[src/rtl/hilo_ctrl.sv]
// rtl/hilo_ctrl.sv - E-stage MDU front end: issue handshake, HI/LO registers, pipeline stall
module hilo_ctrl #(
  parameter logic [31:0] RESET_HI = 32'h0,
  parameter logic [31:0] RESET_LO = 32'h0
) (
  input  logic        clk,
  input  logic        reset,
  input  logic [3:0]  e_md_op,
  input  logic [31:0] e_rs,
  input  logic [31:0] e_rt,
  input  logic        e_flush,
  output logic        md_stall,
  output logic [31:0] md_rdata,
  output logic        md_busy,
  output logic [31:0] mdu_src0,
  output logic [31:0] mdu_src1,
  output logic [1:0]  mdu_op,
  output logic        mdu_sign,
  output logic        mdu_in_valid,
  input  logic        mdu_in_ready,
  output logic        mdu_out_ready,
  input  logic        mdu_out_valid,
  input  logic [31:0] mdu_res0,
  input  logic [31:0] mdu_res1
);

  localparam logic [3:0] OP_NONE  = 4'd0;
  localparam logic [3:0] OP_MULT  = 4'd1;
  localparam logic [3:0] OP_MULTU = 4'd2;
  localparam logic [3:0] OP_DIV   = 4'd3;
  localparam logic [3:0] OP_DIVU  = 4'd4;
  localparam logic [3:0] OP_MTHI  = 4'd5;
  localparam logic [3:0] OP_MTLO  = 4'd6;
  localparam logic [3:0] OP_MFHI  = 4'd7;
  localparam logic [3:0] OP_MFLO  = 4'd8;

  localparam logic [1:0] MDU_IDLE = 2'b00;
  localparam logic [1:0] MDU_MUL  = 2'b01;
  localparam logic [1:0] MDU_DIV  = 2'b10;

  typedef enum logic {
    ST_IDLE = 1'b0,
    ST_BUSY = 1'b1
  } state_e;

  state_e      state_q, state_d;
  logic [31:0] hi_q, hi_d;
  logic [31:0] lo_q, lo_d;

  logic is_mul;
  logic is_div;
  logic start;
  logic use_md;

  // Classify the E-stage instruction; a flushed mult/div never starts
  always_comb begin
    is_mul = (e_md_op == OP_MULT) || (e_md_op == OP_MULTU);
    is_div = (e_md_op == OP_DIV)  || (e_md_op == OP_DIVU);
    start  = (is_mul || is_div) && !e_flush;
    use_md = (e_md_op != OP_NONE);
  end

  // FSM next state, HI/LO next values, MDU handshake and stall generation
  always_comb begin
    state_d       = state_q;
    hi_d          = hi_q;
    lo_d          = lo_q;
    mdu_in_valid  = 1'b0;
    mdu_out_ready = 1'b0;
    mdu_op        = MDU_IDLE;
    mdu_sign      = 1'b0;
    md_stall      = 1'b0;
    case (state_q)
      ST_IDLE: begin
        mdu_in_valid = start;
        if (start) begin
          mdu_op   = is_mul ? MDU_MUL : MDU_DIV;
          mdu_sign = (e_md_op == OP_MULT) || (e_md_op == OP_DIV);
          // The issuing instruction itself only waits when the MDU refuses it
          if (mdu_in_ready) begin
            state_d = ST_BUSY;
          end else begin
            md_stall = 1'b1;
          end
        end
        // Direct HI/LO writes only happen here, so they can never collide
        // with a result write-back in BUSY
        if (!e_flush) begin
          if (e_md_op == OP_MTHI) begin
            hi_d = e_rs;
          end
          if (e_md_op == OP_MTLO) begin
            lo_d = e_rs;
          end
        end
      end
      ST_BUSY: begin
        mdu_out_ready = 1'b1;
        // No result bypass: any MDU-class instruction waits until HI/LO
        // hold the new result, including the cycle the result arrives
        md_stall = use_md;
        // An in-flight op belongs to a committed instruction, so e_flush is
        // deliberately ignored here
        if (mdu_out_valid) begin
          hi_d    = mdu_res1;
          lo_d    = mdu_res0;
          state_d = ST_IDLE;
        end
      end
      default: begin
        state_d = ST_IDLE;
      end
    endcase
  end

  // Combinational read port for mfhi/mflo and pass-through outputs
  always_comb begin
    md_rdata = 32'h0;
    if (e_md_op == OP_MFHI) begin
      md_rdata = hi_q;
    end else if (e_md_op == OP_MFLO) begin
      md_rdata = lo_q;
    end
    md_busy  = (state_q == ST_BUSY);
    mdu_src0 = e_rs;
    mdu_src1 = e_rt;
  end

  // State and architectural HI/LO registers; reset drops any in-flight op
  always_ff @(posedge clk or posedge reset) begin
    if (reset) begin
      state_q <= ST_IDLE;
      hi_q    <= RESET_HI;
      lo_q    <= RESET_LO;
    end else begin
      state_q <= state_d;
      hi_q    <= hi_d;
      lo_q    <= lo_d;
    end
  end

endmodule

[config.mk]
export PLATFORM = sky130hd
export DESIGN_NAME = hilo_ctrl
export DESIGN_NICKNAME = d
export VERILOG_FILES = /design/src/rtl/hilo_ctrl.sv
export SDC_FILE = /design/constraint.sdc
export NUM_CORES = 1
export LEC_CHECK = 0
export BUFFER_PORTS_ARGS = -buffer_cell sky130_fd_sc_hd__buf_2
export CORE_MARGIN = 2
export CORE_UTILIZATION = 44
export DETAILED_ROUTE_END_ITERATION = 12
export PLACE_DENSITY = 0.81
export SKIP_CTS_REPAIR_TIMING = 1
export SYNTH_ARGS = -nofsm -noshare
export SYNTH_HDL_FRONTEND = slang
export SYNTH_SLANG_ARGS = --single-unit
[constraint.sdc]
create_clock -name clk -period 2.4 [get_ports clk]
set_input_delay 0.12 -clock clk [delete_from_list [all_inputs] [get_ports clk]]
set_output_delay 0.12 -clock clk [all_outputs]
set_load 0.05 [all_outputs]
==> results.tsv, run 1 <==
metric	value	unit
leading_area_contributor_after_synthesis	dfrtp_1	
fillCellCount	858	
ys.warnings.count	0	
design.core.area	9110	um2
synth.yosys.seq_area_share	0.400	
max_cap_viols	0	
synth_area_per_inst	10.2	um2
worst_pin_slew	0.724	ns
finalNonFillerCells	605	
report.final.slew_viol_count	0	
drt_pass1_iterations	5	
ant_nets	0	
totalWireLength	11900	um
post_synth_instance_area	4070	um2
grt_setup_unrepaired	false	
status	finished, final reports clean	
hold_start	mdu_in_ready	
final_net_count	627	
setup.worst_path.class	reg2out	
post-route-period-util	0.932	
synth_top_cell_area_share	0.400	
timing.critical_path.from	md_busy	
synth.ff_latch_count	65	
final_layout_size_suffix_gt1_frac	0.498	
cell_count_after_placement	589	
wl_per_instance	19.6	um
reg2reg_from	md_busy	
die-area	10000	um2
grt_antenna_before_repair	0	
post_drt_via_cell_ratio	6.14	
grt_first_pass_wirelength	18400	um
vdd_drop_max	0.244	mV
synth.top_cells.by_count	67 x buf_4, 65 x dfrtp_1, 38 x nor2_1	
initial_standard_cell_utilization_of_the_core	0.447	
syn_to_final_growth	15.4	%
netlist-cell-type-count	35	
power_leakage	2.09	nW
count_of_boundary_i_o_pins	240	
cts_max_path_buffers	2	
n_antenna_cell	0	
insertion_delay	0.33	ns
power_density	745	nW/um2
io_buffer_count	175	
crit_path_start_kind	flop	
pin_count_of_the_biggest_net_entering_global_routing	46	
grt.overflow.total	0	
cts_buffers	9	
fin_tns_setup	0	ns
route.vias.total	3716	
max_freq	447	MHz
most_common_cell_in_the_netlist	buf_4	
drt_drc_violations_left	0	
groute.usage.overall	0.233	
syn-instance-count	398	
timing.critical_path.to_type	output pin	
drt-initial-drc-count	182	
place.detailed.hpwl	8050	um
final-hold-violation-count	0	
placement_rows	35	
final.setup_skew	0.0111	ns
power	0.00350	W
die_width	100	um
synth.net_count	535	
finalWeightedCongestion	0.814	
setup_violations	0	
asyncSetResetFlopFracSynth	1.00	
clock-root-buffer	clkbuf_8	
worst_setup_hold_path_clk_slew	0.07	ns
tritoncts	yes	
finalWorstPathRequiredPeriod	2.24	ns
hold_path_class	in2reg	
synth_enable_flop_cells	0	
numClockSinks	65	
worst_case_headroom_to_the_max_slew_limit	0.518	
worst_endpoint_data_arrival_time	2.12	ns
dominant_cells_by_area_after_synthesis	dfrtp_1 40%, buf_4 12%, a22o_1 7.1%	
worst-endpoint-required	2.28	ns
die_height	100	um
top_reg_cell_synth	dfrtp_1	
fin_worst_hold_slack	0.0345	ns
timing.critical_path.fanout_max	33	
grt_pass1_vias	3617	
cts-htree-levels	3	
-- metrics by stage --
stage	setup WS, ns	area (um2)	utilization
2_1_floorplan	-0.0358	4090	-
3_3_place_gp	0.539	4520	0.496
3_5_place_dp	0.429	4520	0.496
4_1_cts	0.138	4680	0.514
5_1_grt	0.0671	4690	0.515
6_report	0.162	4690	0.515
-- cells by family after synthesis --
logic type,after synthesis,share of synthesized area
buffers and inverters,112,0.176
AO/OA/AOI/OAI,148,0.328
flip-flops,65,0.400
XOR/XNOR,1,0.00215
AND/OR/NAND/NOR,72,0.0938
-- registers in the layout, indices dropped and copies added, names as in the netlist --
signal	cells
hi_q	32
lo_q	32
md_busy	1
-- power breakdown --
part	internal [W]	switching [W]	total [W]	leakage, nW
clock	0.000395	0.000406	0.000801	0.0822
combinational	0.000439	0.000618	0.00106	1.29
sequential	0.00144	0.000200	0.00164	0.723
total	0.00227	0.00122	0.00350	2.09
-- cells in the final DEF, fill, tap and decap left out, drive strengths merged, types with 3 or more instances in the layout --
master  count
buf       190
dfrtp      65
nor2       38
a22o       33
a221oi     31
o32ai      25
o221a      18
or2        16
o32a       15
o21a       15
clkbuf     12
a211oi      6
nor3        4
o21ai       3
-- worst paths after layout --
kind | end | depth (start not counted) | slack [ns]
worst max-delay path | mdu_sign | 4 | 0.16
worst min-delay path | md_busy | 2 | 0.03
worst max register to register | lo_q[4] | 4 | 0.43
worst min register to register | hi_q[19] | 1 | 0.49
max in group asynchronous | hi_q[31] | 4 | 1.66
min in group asynchronous | lo_q[23] | 4 | 0.42
-- worst max-delay path, cell delays in order, from the launching register on --
cell     delay [ns]
dfrtp_1        0.38
or3_4          0.60
buf_4          0.27
nor4b_2        0.22
buf_2          0.30
-- final cells by class --
cell class	instances	area [um2]	area share
multi-input cells	221	1760	0.375
flip-flops and latches	65	1630	0.346
repair buffers	191	998	0.213
clock buffers	12	145	0.0309
well taps	111	139	0.0296
clock inverters	3	17.5	0.00373
inverters	2	7.51	0.00160
-- metal layers --
| metal | vias to the layer above | track usage | share of wire |
|---|---|---|---|
| met5 | - | 0 | 0 |
| met4 | 0 | 0.0885 | 0.016 |
| met3 | 29 | 0.0474 | 0.086 |
| met2 | 196 | 0.375 | 0.49 |
| met1 | 1826 | 0.312 | 0.41 |
| li1 | 1665 | - | - |
Power figures use the tool's default switching activity.
==> inputs of run 2 (changes only) <==
--- a/config.mk
+++ b/config.mk
@@ -6,10 +6,13 @@
 export NUM_CORES = 1
 export LEC_CHECK = 0
 export BUFFER_PORTS_ARGS = -buffer_cell sky130_fd_sc_hd__buf_2
+export CELL_PAD_IN_SITES_DETAIL_PLACEMENT = 0
+export CELL_PAD_IN_SITES_GLOBAL_PLACEMENT = 2
 export CORE_MARGIN = 2
-export CORE_UTILIZATION = 44
+export CORE_UTILIZATION = 25
 export DETAILED_ROUTE_END_ITERATION = 12
-export PLACE_DENSITY = 0.81
+export PLACE_DENSITY = 0.82
+export REMOVE_ABC_BUFFERS = 1
 export SKIP_CTS_REPAIR_TIMING = 1
 export SYNTH_ARGS = -nofsm -noshare
 export SYNTH_HDL_FRONTEND = slang
==> run 2 against run 1 <==
Against the previous run: register-to-register slack is essentially flat; clock skew fell by 0.0068 ns; total power grew 15%.
==> results.tsv, run 2 (same netlist as run 1, synthesis figures left out) <==
metric	value	unit
post-route-period-util	0.868	
cts_buffers	9	
dr_wl_met2	6310	um
setup.worst_path.class	reg2out	
holdPathStages	2	
timing.critical_path.to_type	output pin	
route.vias.total	3693	
worst_setup_hold_path_clk_slew	0.06	ns
clock-root-buffer	clkbuf_16	
critPathSlowestCell	or3_4	
max_stage_delay	0.56	ns
multiInputGateArea	1740	um2
placed_area	4670	um2
report.final.slew_viol_count	0	
grt_antenna_before_repair	1	
ff_latch_area	1630	um2
cts-htree-levels	3	
io_buffer_count	175	
layout.cells.most_common	buf_2	
ant_nets	0	
max_cap_viols	0	
wl_per_instance	19.8	um
status	finished, final reports clean	
worst_endpoint_data_arrival_time	1.96	ns
worst_case_headroom_to_the_max_slew_limit	0.467	
vdd_drop_max	0.311	mV
totalWireLength	14200	um
hold_path_class	in2reg	
finalWorstPathRequiredPeriod	2.08	ns
final_net_count	630	
syn_to_final_growth	22.6	%
grt_first_pass_wirelength	21700	um
tritoncts	yes	
final_layout_size_suffix_gt1_frac	0.502	
cts_max_path_buffers	2	
setup_violations	0	
drt_drc_violations_left	0	
pin_count_of_the_biggest_net_entering_global_routing	42	
initial_standard_cell_utilization_of_the_core	0.256	
fillCellCount	1716	
post_drt_via_cell_ratio	5.17	
cells_along_the_critical_path	or3_4 > nor3b_2 > o31a_1 > buf_2	
final.setup_skew	0.00425	ns
met3_wirelength	1470	um
grt_setup_unrepaired	false	
count_of_boundary_i_o_pins	240	
groute.usage.overall	0.160	
grt_pass1_vias	3871	
power_density	808	nW/um2
insertion_delay	0.32	ns
max_freq	480	MHz
timing.critical_path.fanout_max	29	
worst_pin_slew	0.800	ns
drt-initial-drc-count	227	
maxUsedRoutingLayer	met4	
crit_path_start_kind	flop	
place.detailed.hpwl	10500	um
placement_rows	46	
drt_pass1_iterations	4	
die-area	17300	um2
route.layer.met1.wl	6280	um
die_width	132	um
design.core.area	15900	um2
die_height	132	um
power_leakage	2.17	nW
final_cell_mix	175 x buf_2, 64 x dfrtp_1, 38 x nor2_1, 33 x a22o_1, 31 x a221oi_1	
numClockSinks	65	
fin_worst_hold_slack	0.0421	ns
finalWeightedCongestion	0.756	
final-hold-violation-count	0	
grt.overflow.total	0	
summed_area_of_non_filler_cells_in_the_final_layout	4990	um2
worst-endpoint-required	2.28	ns
worstRegToRegCells	5	
-- run 2: layout make-up --
cell class | count | share of cell area
repair buffers | 194 | 0.207
multi-input cells | 221 | 0.349
diodes | 1 | 0.000502
inverters | 2 | 0.00150
clock inverters | 7 | 0.0161
well taps | 216 | 0.0542
flip-flops and latches | 65 | 0.326
clock buffers | 9 | 0.0451
-- run 2: final timing paths --
path	startpoint	to	slack (ns)
max	md_busy	mdu_op[1]	0.32
min	mdu_in_ready	md_busy	0.04
max reg2reg	md_busy	lo_q[7]	0.42
min reg2reg	hi_q[18]	hi_q[18]	0.49
max in group asynchronous	reset	hi_q[27]	1.14
min in group asynchronous	reset	lo_q[5]	0.45
-- run 2: through the flow --
stage | setup WS, ns | instances | TNS, ns | power [W] | utilization
floorplan | -1.32 | 288 | -73.04 | 0.00224 | -
global placement | 0.463 | 697 | 0 | 0.00268 | 0.294
detailed placement | 0.406 | 697 | 0 | 0.00273 | 0.294
CTS | 0.288 | 713 | 0 | 0.00407 | 0.313
global route | 0.217 | 714 | 0 | 0.00424 | 0.314
finish | 0.316 | 715 | 0 | 0.00403 | 0.314
-- run 2: critical path, delay by kind of cell, from the launching register on --
| kind | cells | cell delay (ns) |
|---|---|---|
| simple gates | 2 | 0.83 |
| flops | 1 | 0.40 |
| buf+inv | 1 | 0.25 |
| compound gates | 1 | 0.16 |
-- run 2: power by group --
| part | internal [W] | leakage, nW | total [W] | switching (W) |
|---|---|---|---|---|
| clock | 0.000813 | 0.142 | 0.00133 | 0.000513 |
| sequential | 0.00144 | 0.722 | 0.00164 | 0.000202 |
| combinational | 0.000441 | 1.30 | 0.00106 | 0.000623 |
| total | 0.00269 | 2.17 | 0.00403 | 0.00134 |
-- run 2: routing by layer --
layer,up-vias,global-route usage
li1,1677,-
met1,1782,0.212
met2,225,0.243
met3,9,0.0660
met4,0,0.0393
met5,-,0
